--- src/rtl/retire_monitor_if.sv ---
// Commit-side observation bundle for retire_monitor: per-lane retire
// strobes, pipeline exception code and the external halt request.
interface retire_monitor_if #(
  parameter int WAYS = 2
);
  logic [WAYS-1:0] commit_valid;
  logic [3:0]      error_status;
  logic            ext_halt;

  // Driven by the core (or the bench standing in for it)
  modport master (
    output commit_valid,
    output error_status,
    output ext_halt
  );

  // Observed by the monitor
  modport slave (
    input commit_valid,
    input error_status,
    input ext_halt
  );
endinterface

--- src/rtl/retire_monitor.sv ---
// Retirement / halt monitor. Counts cycles and retired instructions while
// the core runs, watches for errors, lack of progress and external halt
// requests, then drains for a fixed window before freezing all counters.
module retire_monitor #(
  parameter int          WAYS         = 2,
  parameter int          CNT_W        = 64,
  parameter int          WATCHDOG     = 50000,
  parameter int          DRAIN_CYCLES = 4,
  parameter logic [15:0] IGNORE_MASK  = 16'h0021,
  // A disabled watchdog still needs a 1-bit idle counter port
  localparam int         IDLE_W       = (WATCHDOG > 0) ? $clog2(WATCHDOG + 1) : 1
) (
  input  logic                 clock,
  input  logic                 reset,
  retire_monitor_if.slave      mon,
  output logic [CNT_W-1:0]     cycle_count,
  output logic [CNT_W-1:0]     instr_count,
  output logic [IDLE_W-1:0]    idle_count,
  output logic [1:0]           state,
  output logic [1:0]           halt_reason,
  output logic [3:0]           halt_code,
  output logic                 halted,
  output logic                 halted_pulse
);

  localparam logic [1:0] ST_RUN    = 2'd0;
  localparam logic [1:0] ST_DRAIN  = 2'd1;
  localparam logic [1:0] ST_HALTED = 2'd2;

  localparam logic [1:0] RSN_NONE  = 2'd0;
  localparam logic [1:0] RSN_ERROR = 2'd1;
  localparam logic [1:0] RSN_WDOG  = 2'd2;
  localparam logic [1:0] RSN_EXT   = 2'd3;

  localparam int POP_W   = $clog2(WAYS + 1);
  localparam int SUM_W   = CNT_W + 1;
  localparam int DRAIN_W = (DRAIN_CYCLES > 0) ? $clog2(DRAIN_CYCLES + 1) : 1;

  localparam logic [IDLE_W-1:0]  IDLE_MAX  = IDLE_W'(WATCHDOG);
  localparam logic [IDLE_W-1:0]  IDLE_LAST = IDLE_W'((WATCHDOG > 0) ? WATCHDOG - 1 : 0);
  localparam logic [DRAIN_W-1:0] DRAIN_LD  = DRAIN_W'(DRAIN_CYCLES);

  logic [1:0]         state_q,  state_d;
  logic [DRAIN_W-1:0] drain_q,  drain_d;
  logic [CNT_W-1:0]   cycle_q,  cycle_d;
  logic [CNT_W-1:0]   instr_q,  instr_d;
  logic [IDLE_W-1:0]  idle_q,   idle_d;
  logic [1:0]         reason_q, reason_d;
  logic [3:0]         code_q,   code_d;
  logic               halted_q, halted_d;
  logic               pulse_q,  pulse_d;

  logic [POP_W-1:0]   retire_cnt;
  logic               any_retire;
  logic [SUM_W-1:0]   instr_sum;
  logic [CNT_W-1:0]   instr_sat;
  logic [CNT_W-1:0]   cycle_sat;
  logic               trig_err;
  logic               trig_wd;
  logic               trig_ext;

  // Number of lanes retiring this cycle
  always_comb begin
    retire_cnt = '0;
    for (int i = 0; i < WAYS; i++) begin
      retire_cnt = retire_cnt + POP_W'(mon.commit_valid[i]);
    end
  end

  assign any_retire = |mon.commit_valid;

  // Saturating increments: counters stick at all-ones instead of wrapping
  assign instr_sum = {1'b0, instr_q} + SUM_W'(retire_cnt);
  assign instr_sat = instr_sum[CNT_W] ? {CNT_W{1'b1}} : instr_sum[CNT_W-1:0];
  assign cycle_sat = (&cycle_q) ? cycle_q : cycle_q + CNT_W'(1);

  // Halt causes; a retire in the same cycle as the last idle edge defeats the watchdog
  assign trig_err = ~IGNORE_MASK[mon.error_status];
  assign trig_wd  = (WATCHDOG != 0) && (idle_q == IDLE_LAST) && !any_retire;
  assign trig_ext = mon.ext_halt;

  // Next-state and counter update for RUN / DRAIN / HALTED
  always_comb begin
    state_d  = state_q;
    drain_d  = drain_q;
    cycle_d  = cycle_q;
    instr_d  = instr_q;
    idle_d   = idle_q;
    reason_d = reason_q;
    code_d   = code_q;
    case (state_q)
      ST_RUN: begin
        cycle_d = cycle_sat;
        instr_d = instr_sat;
        if (any_retire) begin
          idle_d = '0;
        end else if (idle_q != IDLE_MAX) begin
          idle_d = idle_q + IDLE_W'(1);
        end
        if (trig_err || trig_wd || trig_ext) begin
          if (trig_err) begin
            reason_d = RSN_ERROR;
            code_d   = mon.error_status;
          end else if (trig_wd) begin
            reason_d = RSN_WDOG;
            code_d   = 4'd0;
          end else begin
            reason_d = RSN_EXT;
            code_d   = 4'd0;
          end
          if (DRAIN_CYCLES == 0) begin
            state_d = ST_HALTED;
          end else begin
            state_d = ST_DRAIN;
            drain_d = DRAIN_LD;
          end
        end
      end
      ST_DRAIN: begin
        // Late writebacks still count; the first halt cause stays latched
        cycle_d = cycle_sat;
        instr_d = instr_sat;
        drain_d = drain_q - DRAIN_W'(1);
        if (drain_q == DRAIN_W'(1)) begin
          state_d = ST_HALTED;
        end
      end
      default: begin
        state_d = ST_HALTED;
      end
    endcase
    halted_d = (state_d == ST_HALTED);
    pulse_d  = (state_d == ST_HALTED) && (state_q != ST_HALTED);
  end

  // State registers, cleared asynchronously whenever reset is low
  always_ff @(posedge clock or negedge reset) begin
    if (!reset) begin
      state_q  <= ST_RUN;
      drain_q  <= '0;
      cycle_q  <= '0;
      instr_q  <= '0;
      idle_q   <= '0;
      reason_q <= RSN_NONE;
      code_q   <= 4'd0;
      halted_q <= 1'b0;
      pulse_q  <= 1'b0;
    end else begin
      state_q  <= state_d;
      drain_q  <= drain_d;
      cycle_q  <= cycle_d;
      instr_q  <= instr_d;
      idle_q   <= idle_d;
      reason_q <= reason_d;
      code_q   <= code_d;
      halted_q <= halted_d;
      pulse_q  <= pulse_d;
    end
  end

  assign cycle_count  = cycle_q;
  assign instr_count  = instr_q;
  assign idle_count   = idle_q;
  assign state        = state_q;
  assign halt_reason  = reason_q;
  assign halt_code    = code_q;
  assign halted       = halted_q;
  assign halted_pulse = pulse_q;

endmodule

--- src/flat_wrapper.sv ---
// flat-port wrapper written by rule: the top's interface ports become plain ports
module retire_monitor_flat 
#(
  parameter int          WAYS         = 2,
  parameter int          CNT_W        = 64,
  parameter int          WATCHDOG     = 50000,
  parameter int          DRAIN_CYCLES = 4,
  parameter logic [15:0] IGNORE_MASK  = 16'h0021,
                                                              
  localparam int         IDLE_W       = (WATCHDOG > 0) ? $clog2(WATCHDOG + 1) : 1
)
  (clock, reset, cycle_count, instr_count, idle_count, state, halt_reason, halt_code, halted, halted_pulse, mon_commit_valid, mon_error_status, mon_ext_halt);
  retire_monitor_if #(.WAYS(WAYS)) mon_i ();
  input  logic clock;
  input  logic reset;
  output logic [CNT_W-1:0] cycle_count;
  output logic [CNT_W-1:0] instr_count;
  output logic [IDLE_W-1:0] idle_count;
  output logic [1:0] state;
  output logic [1:0] halt_reason;
  output logic [3:0] halt_code;
  output logic halted;
  output logic halted_pulse;
  input wire logic [$bits(mon_i.commit_valid)-1:0] mon_commit_valid;
  input wire logic [$bits(mon_i.error_status)-1:0] mon_error_status;
  input wire logic [$bits(mon_i.ext_halt)-1:0] mon_ext_halt;
  assign mon_i.commit_valid = mon_commit_valid;
  assign mon_i.error_status = mon_error_status;
  assign mon_i.ext_halt = mon_ext_halt;
  retire_monitor #(.WAYS(WAYS), .CNT_W(CNT_W), .WATCHDOG(WATCHDOG), .DRAIN_CYCLES(DRAIN_CYCLES), .IGNORE_MASK(IGNORE_MASK)) u_core (.clock(clock), .reset(reset), .mon(mon_i), .cycle_count(cycle_count), .instr_count(instr_count), .idle_count(idle_count), .state(state), .halt_reason(halt_reason), .halt_code(halt_code), .halted(halted), .halted_pulse(halted_pulse));
endmodule
--- config.mk ---
export PLATFORM = sky130hd
export DESIGN_NAME = retire_monitor_flat
export DESIGN_NICKNAME = d
export VERILOG_FILES = /design/src/rtl/retire_monitor_if.sv /design/src/rtl/retire_monitor.sv /design/src/flat_wrapper.sv
export SDC_FILE = /design/constraint.sdc
export NUM_CORES = 1
export LEC_CHECK = 0
export BUFFER_PORTS_ARGS = -buffer_cell sky130_fd_sc_hd__buf_2
export CELL_PAD_IN_SITES_DETAIL_PLACEMENT = 1
export CELL_PAD_IN_SITES_GLOBAL_PLACEMENT = 1
export CORE_MARGIN = 10
export CORE_UTILIZATION = 38
export CTS_CLUSTER_DIAMETER = 50
export DETAILED_ROUTE_END_ITERATION = 16
export PLACE_DENSITY = 0.78
export SETUP_SLACK_MARGIN = 0.5
export SYNTH_ARGS = -nofsm -noshare
export SYNTH_HDL_FRONTEND = slang
export SYNTH_SLANG_ARGS = --single-unit
--- constraint.sdc ---
create_clock -name clock -period 2.4 [get_ports clock]
set_input_delay 0.24 -clock clock [delete_from_list [all_inputs] [get_ports clock]]
set_output_delay 0.24 -clock clock [all_outputs]
set_load 0.03 [all_outputs]
Word-level counts from Yosys, hierarchy flattened
Memories as Yosys holds them, arrays and structs flattened.
Index checks and enable logic that the tools add are counted.
{"block": "word_totals", "ff_bits": 157, "rom_bits": 16, "inputBits": 9, "output_inout_bits": 154, "elab_cells": 52, "mem_count": 1}
{"block": "classes", "addsub": 5, "n_lt_le_gt_ge": 1, "n_eq_ne": 7, "muxes": 12, "bitwise_logic": 2, "n_reduce_logical": 15}
{"memory": "(no name shown)", "depth": 16, "word_bits": 1, "rd": 1, "rd_ports_with_merged_regs": 0, "write_ports": 0, "line_no": "retire_monitor.sv:78", "text": "assign trig_err = ~IGNORE_MASK[mon.error_status];"}
{"operator": "64-bit by 2-bit adder with 65-bit output", "count": 1}
{"operator": "64-bit by 1-bit adder with 64-bit output (second input constant)", "count": 1}
{"operator": "64-bit two-way mux", "count": 1}
{"operator": "64-bit AND reduction", "count": 1}
{"operator": "16-bit two-way mux", "count": 2}
{"operator": "16-bit by 1-bit adder with 16-bit output (second input constant)", "count": 1}
{"operator": "16-bit equality test (second input constant)", "count": 1}
{"operator": "16-bit inequality test (second input constant)", "count": 1}
{"operator": "2-bit AND reduction", "count": 4}
{"operator": "2-bit two-way mux", "count": 3}
{"operator": "3-bit one-hot mux with 2 select lines", "count": 1}
{"operator": "4-bit by 5-bit < comparator with 1-bit output (second input constant)", "count": 1}
{"operator": "4-bit two-way mux", "count": 1}
{"operator": "2-bit one-hot mux with 2 select lines", "count": 1}
{"operator": "2-bit nonzero test", "count": 2}
{"operator": "2-bit OR reduction", "count": 2}
{"operator": "3-bit by 1-bit equality test with 1-bit output (second input constant)", "count": 1}
{"operator": "3-bit two-way mux", "count": 1}
{"operator": "3-bit by 1-bit subtractor with 3-bit output (second input constant)", "count": 1}
{"operator": "1-bit by 1-bit adder with 2-bit output", "count": 1}
{"operator": "2-bit by 1-bit equality test with 1-bit output (second input constant)", "count": 1}
{"operator": "2-bit equality test (second input constant)", "count": 1}
{"operator": "1-bit logical AND", "count": 2}
{"operator": "2-bit logical NOT", "count": 1}
{"operator": "other kinds (6)", "count": 9}

Depth between registers and ports, before layout
Gate-level depths: netlist of the first run.
{"block": "depth", "ltp_word": 9, "ltp_mapped": 11}

Worst setup path after synthesis of the first run
Ideal clock, no wire load.
{"block": "synth_timing", "path_type": "reg2reg", "start": "reg u_core.instr_q[0] (netlist: u_core.instr_count[0])", "end": "reg u_core.instr_q[58] (netlist: u_core.instr_count[58])", "setup_time_ps": 134, "arrival_time_ps": 2609, "required_time_ps": 2266, "slack_ps": -343, "path_stages_with_launch": 12, "n_path_buf": 1, "path_cell_list": "dfrtp_1 > inv_1 > fa_1 > inv_1 > ha_1 > and2_1 > nand4_1 > nor4_1 > clkbuf_1 > nand4_1 > xor2_1 > nand2_1"}
{"block": "synth_between", "elab_chain_len": 2}
{"element": "start: declaration", "line_no": "retire_monitor.sv:46", "text": "logic [CNT_W-1:0] instr_q, instr_d;"}
{"element": "start signal: assignment", "line_no": "retire_monitor.sv:152", "text": "instr_q <= instr_d;"}
{"element": "64-bit by 2-bit adder with 65-bit output", "line_no": "retire_monitor.sv:73", "text": "assign instr_sum = {1'b0, instr_q} + SUM_W'(retire_cnt);"}
{"element": "64-bit two-way mux", "line_no": "retire_monitor.sv:74", "text": "assign instr_sat = instr_sum[CNT_W] ? {CNT_W{1'b1}} : instr_sum[CNT_W-1:0];"}
Every way passes these cells.
A chain may end at the register's enable or synchronous reset.

Final worst setup path of the first run
{"block": "layout_timing", "start": "reg u_core.cycle_q[54] (netlist: u_core.cycle_count[54])", "end": "reg u_core.cycle_q[55] (netlist: u_core.cycle_count[55])"}
{"block": "layout_between", "elab_chain_len": 3, "word_cells_on_any_way": 4}
{"element": "start: declaration", "line_no": "retire_monitor.sv:45", "text": "logic [CNT_W-1:0] cycle_q, cycle_d;"}
{"element": "start signal: assignment", "line_no": "retire_monitor.sv:151", "text": "cycle_q <= cycle_d;"}
{"element": "branches (longest 3 deep; another with 64-bit by 1-bit adder with 64-bit output)"}
Parallel ways; which one is timed is not known.

==> flow_summary.toml, run 1 <==
[timing]
final.min_clock_period_ns = 2.57
setup_slack_ns = -0.165
report.final.setup_viol = 30
grt_setup_unrepaired = "true"
maxClockFrequency_mhz = 390
slew_headroom_pct = 49.9
timing_hold_violations_final = 0
final.setup_skew_ns = 0.0163
drv_slew = 0
worst_slew_pin_slew_ns = 0.746
timing.final.crit_share_pct = 107

[power_and_ir_drop]
max-vdd-ir-drop_mv = 0.512
fin_total_pwr_mw = 6.22
power_leakage_nw = 6.25
power_density_nw_per_um2 = 509

[synthesis]
ys.warnings.count = 0
mappedNetlistNets = 787
synth.top_cells.by_count = "sky130_fd_sc_hd__dfrtp_1 (157), sky130_fd_sc_hd__nand2_1 (118), sky130_fd_sc_hd__xor2_1 (76), sky130_fd_sc_hd__nand3_1 (60)"
syn-cell-area_um2 = 7660
synth.yosys.seq_area_share_pct = 51.3
synth-async-reset-ratio_pct = 100
synth-seq-cells = 157
synth_area_leaders = "sky130_fd_sc_hd__dfrtp_1 (51%), sky130_fd_sc_hd__xor2_1 (8.7%), sky130_fd_sc_hd__xnor2_1 (6.1%)"
synth_top_area_share_pct = 51.3
ys_types = 46
yosys.cell_count.top_type = "sky130_fd_sc_hd__dfrtp_1"
yosys.area.top_type = "sky130_fd_sc_hd__dfrtp_1"
synth_edf_count = 0
yosys_most_used_dff = "sky130_fd_sc_hd__dfrtp_1"
synthesis.instances = 771
synth.avg_cell_area_um2 = 9.94

[critical_path]
critPathArrivalTime_ns = 2.92
critical_path.startpoint_type = "flop"
endpoint_kind = "flop"
timing.critical_path.required_ns = 2.75
crit_fanout = 5
cp_cell_sequence = "nand4_1 > or4_4 > or4_4 > o21a_4 > clkbuf_16 > nand3b_1 > xnor2_1"
worst_r2r_path_depth = 7
path_class = "flop to flop"
slowest_stage = "sky130_fd_sc_hd__or4_4"
crit_path_max_incr_delay_ns = 0.60
cpMostUsedCell = "sky130_fd_sc_hd__or4_4"

[die]
die_h_um = 162
initial_utilization_pct = 39.0
floorplan.rows = 51
design.core.area_um2 = 19700
total_i_o_pin_count = 163
die_width_um = 162
design.die.area_um2 = 26200

[grt]
grt_pass1_wl_mm = 46.1
first_global_vias = 8200
largest_net_degree_at_the_start_of_global_routing = 47
grt_antenna_before_repair = 0
grtUsageTotal_pct = 22.0
overflow = 0

[clock_tree]
cts_max_level = 4
clock_insertion_delay_worst_skew_ns = 0.44
ctsRootBufferMaster = "sky130_fd_sc_hd__clkbuf_16"
tritoncts = "built"
clk_transition_reported_paths_ns = 0.07
cts_made_buffers = 17
clock_sinks = 157
clk_path_buf_depth = 2

[min_path]
hold_path_class = "primary input to flop"
holdPathStages = 2

[finish]
nets = 1110
post-route-cell-area_um2 = 12200
flow.area_growth_from_synthesis_pct = 59.7
n_fill_cell = 2125
final_layout_size_suffix_gt1_share_pct = 55.2
antennaDiodeCount = 0

[outcome]
run_status = "finished, violations left"
violated_checks = "negative setup slack"

[route]
route.detailed.drc = 0
wl_per_cell_um = 24.6
firstDrtPassIters = 4
first_iter_violations = 490
num_vias = 7761
vias_per_cell = 5.66
detail-route-antenna-nets = 0
drt_wl_total_mm = 33.7

[place]
place.gp.congestion = 0.782
post_dp_hpwl_mm = 17.5
detailedPlace.worstSlack_ns = 0.0304
numPortBuffers = 162
placement.cell_area_um2 = 9550

[flow_run]
max-cap-violations = 0
## kinds of logic (layout without fill, tap and decap cells)
logic type	after synthesis	count (layout)	share of synthesized area [%]
simple gates	393	394	26.0
flops	157	157	51.3
xor+xnor	129	129	14.7
compound gates	38	38	3.36
buf+inv	38	373	2.06
mux	9	9	1.31
fa+ha+maj	7	7	1.24
## layout make-up
type                            instances  area, µm²  area share [%]
Multi-Input combinational cell        577       4800            39.2
Sequential cell                       157       4010            32.8
Clock buffer                           19        433            3.54
Clock inverter                         13        190            1.55
Inverter                               20       75.1           0.613
Tap cell                              265        332            2.71
Timing Repair Buffer                  321       2400            19.6
## cells in the final DEF, fill, tap and decap left out, types with 8 or more instances in the layout
cell                        synthesis  final
sky130_fd_sc_hd__buf_4              0    113
sky130_fd_sc_hd__nand3_4            0      8
sky130_fd_sc_hd__nand3_1           60     36
sky130_fd_sc_hd__nand3_2            0     16
sky130_fd_sc_hd__dfrtp_2            0     63
sky130_fd_sc_hd__buf_2              0    162
sky130_fd_sc_hd__nand2_4            0     29
sky130_fd_sc_hd__clkbuf_16          0     18
sky130_fd_sc_hd__and3_1            27     21
sky130_fd_sc_hd__o21ai_0           10      8
sky130_fd_sc_hd__nand4_1           55     55
sky130_fd_sc_hd__xnor2_1           53     37
sky130_fd_sc_hd__xnor2_2            0     16
sky130_fd_sc_hd__xor2_1            76     69
sky130_fd_sc_hd__buf_12             0     10
sky130_fd_sc_hd__buf_6              2     24
sky130_fd_sc_hd__dfrtp_1          157     94
sky130_fd_sc_hd__and4_1            10      9
sky130_fd_sc_hd__nor3_4             0     11
sky130_fd_sc_hd__inv_1             20     18
sky130_fd_sc_hd__nor2_1            55     38
sky130_fd_sc_hd__nor2_2             0     10
sky130_fd_sc_hd__nand2_1          118     61
sky130_fd_sc_hd__nand2_2            0     28
## timing repair
action                     in CTS  in global routing
buffers inserted               42                 38
hold buffers                    1                  0
setup endpoints to repair     133                141
cloned                          9                  1
resized for setup             126                140
hold endpoints to repair       36                  0
pin swaps                      37                 72
## critical path, delay by kind of cell (launching register included)
kind,cells,cell delay (ns)
XOR/XNOR,1,0.14
AO/OA/AOI/OAI,1,0.28
buffers and inverters,1,0.18
flip-flops,1,0.40
AND/OR/NAND/NOR,4,1.46
## metal layers
metal  GRT usage, %  vias up  part of all wire [%]
met5              0        -                     0
met4           8.64        0                   3.8
met3           4.90      102                   5.6
met2           39.4      317                    53
met1           25.0     4003                    38
li1               -     3339                     -
## metrics by stage
stage | setup TNS, ns | hold slack [ns] | cells | util [%]
final | -2.50 | 0.0625 | 1372 | 62.3
after global routing | -5.83 | 0.0729 | 1372 | 62.3
after CTS | 0 | 0.0531 | 1333 | 56.8
after detailed placement | 0 | 0.178 | 1249 | 48.6
after global placement | 0 | 0.182 | 1249 | 48.6
after floorplan | -0.0178 | -0.0556 | 771 | -
## sequential cells by signal, summed over array words and instances (netlist names)
| signal | count |
|---|---|
| u_core.idle_count | 16 |
| u_core.state | 2 |
| u_core.cycle_count | 64 |
| u_core.instr_count | 64 |
| u_core.halted | 1 |
| u_core.halt_code | 4 |
| u_core.halt_reason | 2 |
| u_core.drain_q | 3 |
| u_core.halted_pulse | 1 |
## worst paths after layout
path / start / endpoint / slack (ns)
setup / recovery: u_core.cycle_count[54] / u_core.cycle_count[55] / -0.17
hold / removal: mon_error_status[3] / u_core.halt_code[3] / 0.06
setup reg to reg: u_core.cycle_count[54] / u_core.cycle_count[55] / -0.17
hold reg to reg: u_core.halt_reason[0] / u_core.halt_reason[0] / 0.49
max in group asynchronous: reset / u_core.cycle_count[53] / 1.30
min in group asynchronous: reset / u_core.instr_count[24] / 0.30
## power breakdown
part,switching (mW),internal (mW)
registers,0.0717,2.70
logic,0.293,0.191
clock network,1.22,1.75
No activity file was read; power rests on OpenSTA's default activity.
==> run 2: changes to the inputs <==
--- a/config.mk
+++ b/config.mk
@@ -5,14 +5,14 @@
 export SDC_FILE = /design/constraint.sdc
 export NUM_CORES = 1
 export LEC_CHECK = 0
+export ABC_AREA = 1
 export BUFFER_PORTS_ARGS = -buffer_cell sky130_fd_sc_hd__buf_2
 export CELL_PAD_IN_SITES_DETAIL_PLACEMENT = 1
 export CELL_PAD_IN_SITES_GLOBAL_PLACEMENT = 1
-export CORE_MARGIN = 10
-export CORE_UTILIZATION = 38
+export CORE_UTILIZATION = 37
 export CTS_CLUSTER_DIAMETER = 50
 export DETAILED_ROUTE_END_ITERATION = 16
-export PLACE_DENSITY = 0.78
+export PLACE_DENSITY = 0.8
 export SETUP_SLACK_MARGIN = 0.5
 export SYNTH_ARGS = -nofsm -noshare
 export SYNTH_HDL_FRONTEND = slang
==> run 2 against run 1 <==
Effect of this change: the run now ends clean; maximum frequency is 13% higher; non-clock buffer count fell by 73; power is 6.8% lower; die area rose by 6.9%; design area grew 7.2%; first-iteration DRC count increased by 80%; combinational power down 20%; worst hold slack improved by 0.0030 ns; synthesized area grew 32%; sequential cell count unchanged; clock skew shrank 0.00096 ns; sequential share of layout area is 2.5 points lower; largest cell class unchanged.
==> flow_summary.toml, run 2 <==
[route]
firstDrtPassIters = 5
drt_wl_total_mm = 39.9
detail-route-antenna-nets = 0
first_iter_violations = 883
vias_per_cell = 5.32
wl_per_cell_um = 18.6
route.detailed.drc = 0
num_vias = 11422

[die]
initial_utilization_pct = 37.6
die_h_um = 168
design.core.area_um2 = 27000
floorplan.rows = 60
total_i_o_pin_count = 163
die_width_um = 168
design.die.area_um2 = 28100

[min_path]
timing.hold.worst_endpoint = "u_core.halt_code[3]"
hold_path_class = "primary input to flop"
hold_start = "mon_error_status[3]"
holdPathStages = 3

[flow_run]
max-cap-violations = 0

[place]
numPortBuffers = 162
placed_cells = 2067
post_dp_hpwl_mm = 28.8
place.gp.congestion = 0.935
detailedPlace.worstSlack_ns = 0.0942

[synthesis]
synth_edf_count = 0
synth-seq-cells = 157
synthesis.instances = 1550
ys.warnings.count = 0
mappedNetlistNets = 1566
synth_top_area_share_pct = 38.8
syn-cell-area_um2 = 10100
synth.avg_cell_area_um2 = 6.54
synth-async-reset-ratio_pct = 100
ys_types = 31
yosys.area.top_type = "sky130_fd_sc_hd__dfrtp_1"
synth.yosys.seq_area_share_pct = 38.8
synth_area_leaders = "sky130_fd_sc_hd__dfrtp_1 (39%), sky130_fd_sc_hd__nand2_1 (23%), sky130_fd_sc_hd__nor2_1 (9.2%)"
synth.top_cells.by_count = "sky130_fd_sc_hd__nand2_1 (609), sky130_fd_sc_hd__nor2_1 (248), sky130_fd_sc_hd__dfrtp_1 (157), sky130_fd_sc_hd__inv_1 (129), sky130_fd_sc_hd__nand3_1 (128)"
yosys_most_used_dff = "sky130_fd_sc_hd__dfrtp_1"
yosys.cell_count.top_type = "sky130_fd_sc_hd__nand2_1"

[timing]
final.setup_skew_ns = 0.0153
worst_slew_pin_slew_ns = 0.681
maxClockFrequency_mhz = 440
drv_slew = 0
slew_headroom_pct = 54.6
fin_hold_ws_ns = 0.0655
timing_hold_violations_final = 0
grt_setup_unrepaired = "true"
report.final.setup_viol = 0
timing.final.crit_share_pct = 94.7
setup_slack_ns = 0.126
final.min_clock_period_ns = 2.27
finalSetupTns_ns = 0

[critical_path]
critPathArrivalTime_ns = 2.64
timing.critical_path.required_ns = 2.77
endpoint_kind = "flop"
crit-reg2reg-launch = "u_core.instr_count[0]"
worst_case_register_to_register_setup_slack_ns = 0.13
crit_fanout = 4
path_class = "flop to flop"
critical_path.startpoint_type = "flop"
worst_r2r_path_depth = 12
critical_path.reg2reg.endpoint = "u_core.instr_count[34]"
crit_path_start = "u_core.instr_count[0]"

[power_and_ir_drop]
max-vdd-ir-drop_mv = 0.436
power_density_nw_per_um2 = 442
power_leakage_nw = 6.37
fin_total_pwr_mw = 5.80

[grt]
first_global_vias = 11566
grt_antenna_before_repair = 0
overflow = 0
grtUsageTotal_pct = 29.0
largest_net_degree_at_the_start_of_global_routing = 67
grt_pass1_wl_mm = 63.6

[clock_tree]
tritoncts = "built"
cts_max_level = 4
clk_transition_reported_paths_ns = 0.07
clk_path_buf_depth = 2
clock_insertion_delay_worst_skew_ns = 0.44
clock_sinks = 157
cts_made_buffers = 17
ctsRootBufferMaster = "sky130_fd_sc_hd__clkbuf_16"

[outcome]
run_status = "completed"

[finish]
layout_common_cells = "sky130_fd_sc_hd__nand2_1 (587), sky130_fd_sc_hd__nor2_1 (224), sky130_fd_sc_hd__buf_2 (161)"
final_common_cell = "sky130_fd_sc_hd__nand2_1"
flow.area_growth_from_synthesis_pct = 29.4
nets = 1807
antennaDiodeCount = 0
final_layout_size_suffix_gt1_share_pct = 26.2
final_cell_count_no_fill = 2145
-- run 2: cell types whose count changed after synthesis, sizes merged, moves of 10 or more --
cell | before | now
o21ai | 11 | 56
nor4 | 11 | 0
or2 | 3 | 13
buf | 2 | 13
nand3b | 2 | 12
nand3 | 60 | 129
nor2 | 55 | 253
xor2 | 76 | 18
nand2 | 118 | 649
inv | 20 | 131
and4 | 10 | 0
and3 | 27 | 0
nand4 | 55 | 38
xnor2 | 53 | 31
-- run 2: final cells by class --
cell class              count  area (µm²)
flip-flops and latches    157        3970
repair buffers            248        1660
fillers                  3541       13800
clock inverters            13         104
clock buffers              19         443
well taps                 341         427
inverters                 132         505
multi-input cells        1235        6010
-- run 2: logic make-up (layout without fill, tap and decap cells) --
logic type                 count (synthesis)  after routing  synth area share [%]
xor gates and xnor gates                  49             49                  4.23
and+or+nand+nor                         1115           1115                  46.2
buffers and inverters                    158            412                  6.64
DFF                                      157            157                  38.8
AOI/OAI and AO/OA                         64             64                  3.18
adders and majority gates                  7              7                 0.938
-- run 2: worst max path at each step --
stage / endpoint / depth (start not counted)
floorplan: u_core.instr_count[34] / 11
finish: u_core.instr_count[34] / 12
CTS: u_core.instr_count[43] / 11
global placement: u_core.instr_count[46] / 14
detailed placement: u_core.instr_count[58] / 12
global route: u_core.instr_count[24] / 13
-- run 2: what timing repair did --
item	4_1_cts	5_1_grt
hold endpoints to repair	62	0
setup endpoints to repair	131	133
setup buffers	37	4
hold buffers	1	0
cloned	4	0
pin swaps	10	10
gates resized for setup	81	44
-- run 2: critical path, cell delays in order (launching register included) --
cell and delay [ns]:
sky130_fd_sc_hd__dfrtp_2 0.38, sky130_fd_sc_hd__inv_2 0.04, sky130_fd_sc_hd__fa_2 0.35, sky130_fd_sc_hd__inv_2 0.09, sky130_fd_sc_hd__ha_4 0.15, sky130_fd_sc_hd__nand3_4 0.08, sky130_fd_sc_hd__nor2_4 0.18, sky130_fd_sc_hd__buf_6 0.15
sky130_fd_sc_hd__nand3_4 0.11, sky130_fd_sc_hd__nor2_4 0.24, sky130_fd_sc_hd__nand2_2 0.12, sky130_fd_sc_hd__or2_4 0.25, sky130_fd_sc_hd__nand3_2 0.06
-- run 2: where the power goes --
part / total (mW) / internal (mW) / switching, mW
clock network: 2.66 / 1.37 / 1.29
logic: 0.389 / 0.140 / 0.249
registers: 2.74 / 2.68 / 0.0612
-- run 2: per-layer routing --
metal / global-route usage, % / routed length, µm / part of all wire, % / up-vias
met5: 0 / 0 / 0 / -
met4: 8.18 / 849 / 2.1 / 0
met3: 4.61 / 2080 / 5.2 / 59
met2: 47.2 / 18500 / 46 / 328
met1: 39.8 / 18400 / 46 / 5675
li1: - / - / - / 5360
-- run 2: metrics by stage --
stage / utilization [%] / cell area, µm²
floorplan: - / 10500
global placement: 43.8 / 11800
detailed placement: 43.8 / 11800
CTS: 48.0 / 12900
global route: 48.7 / 13100
finish: 48.7 / 13100
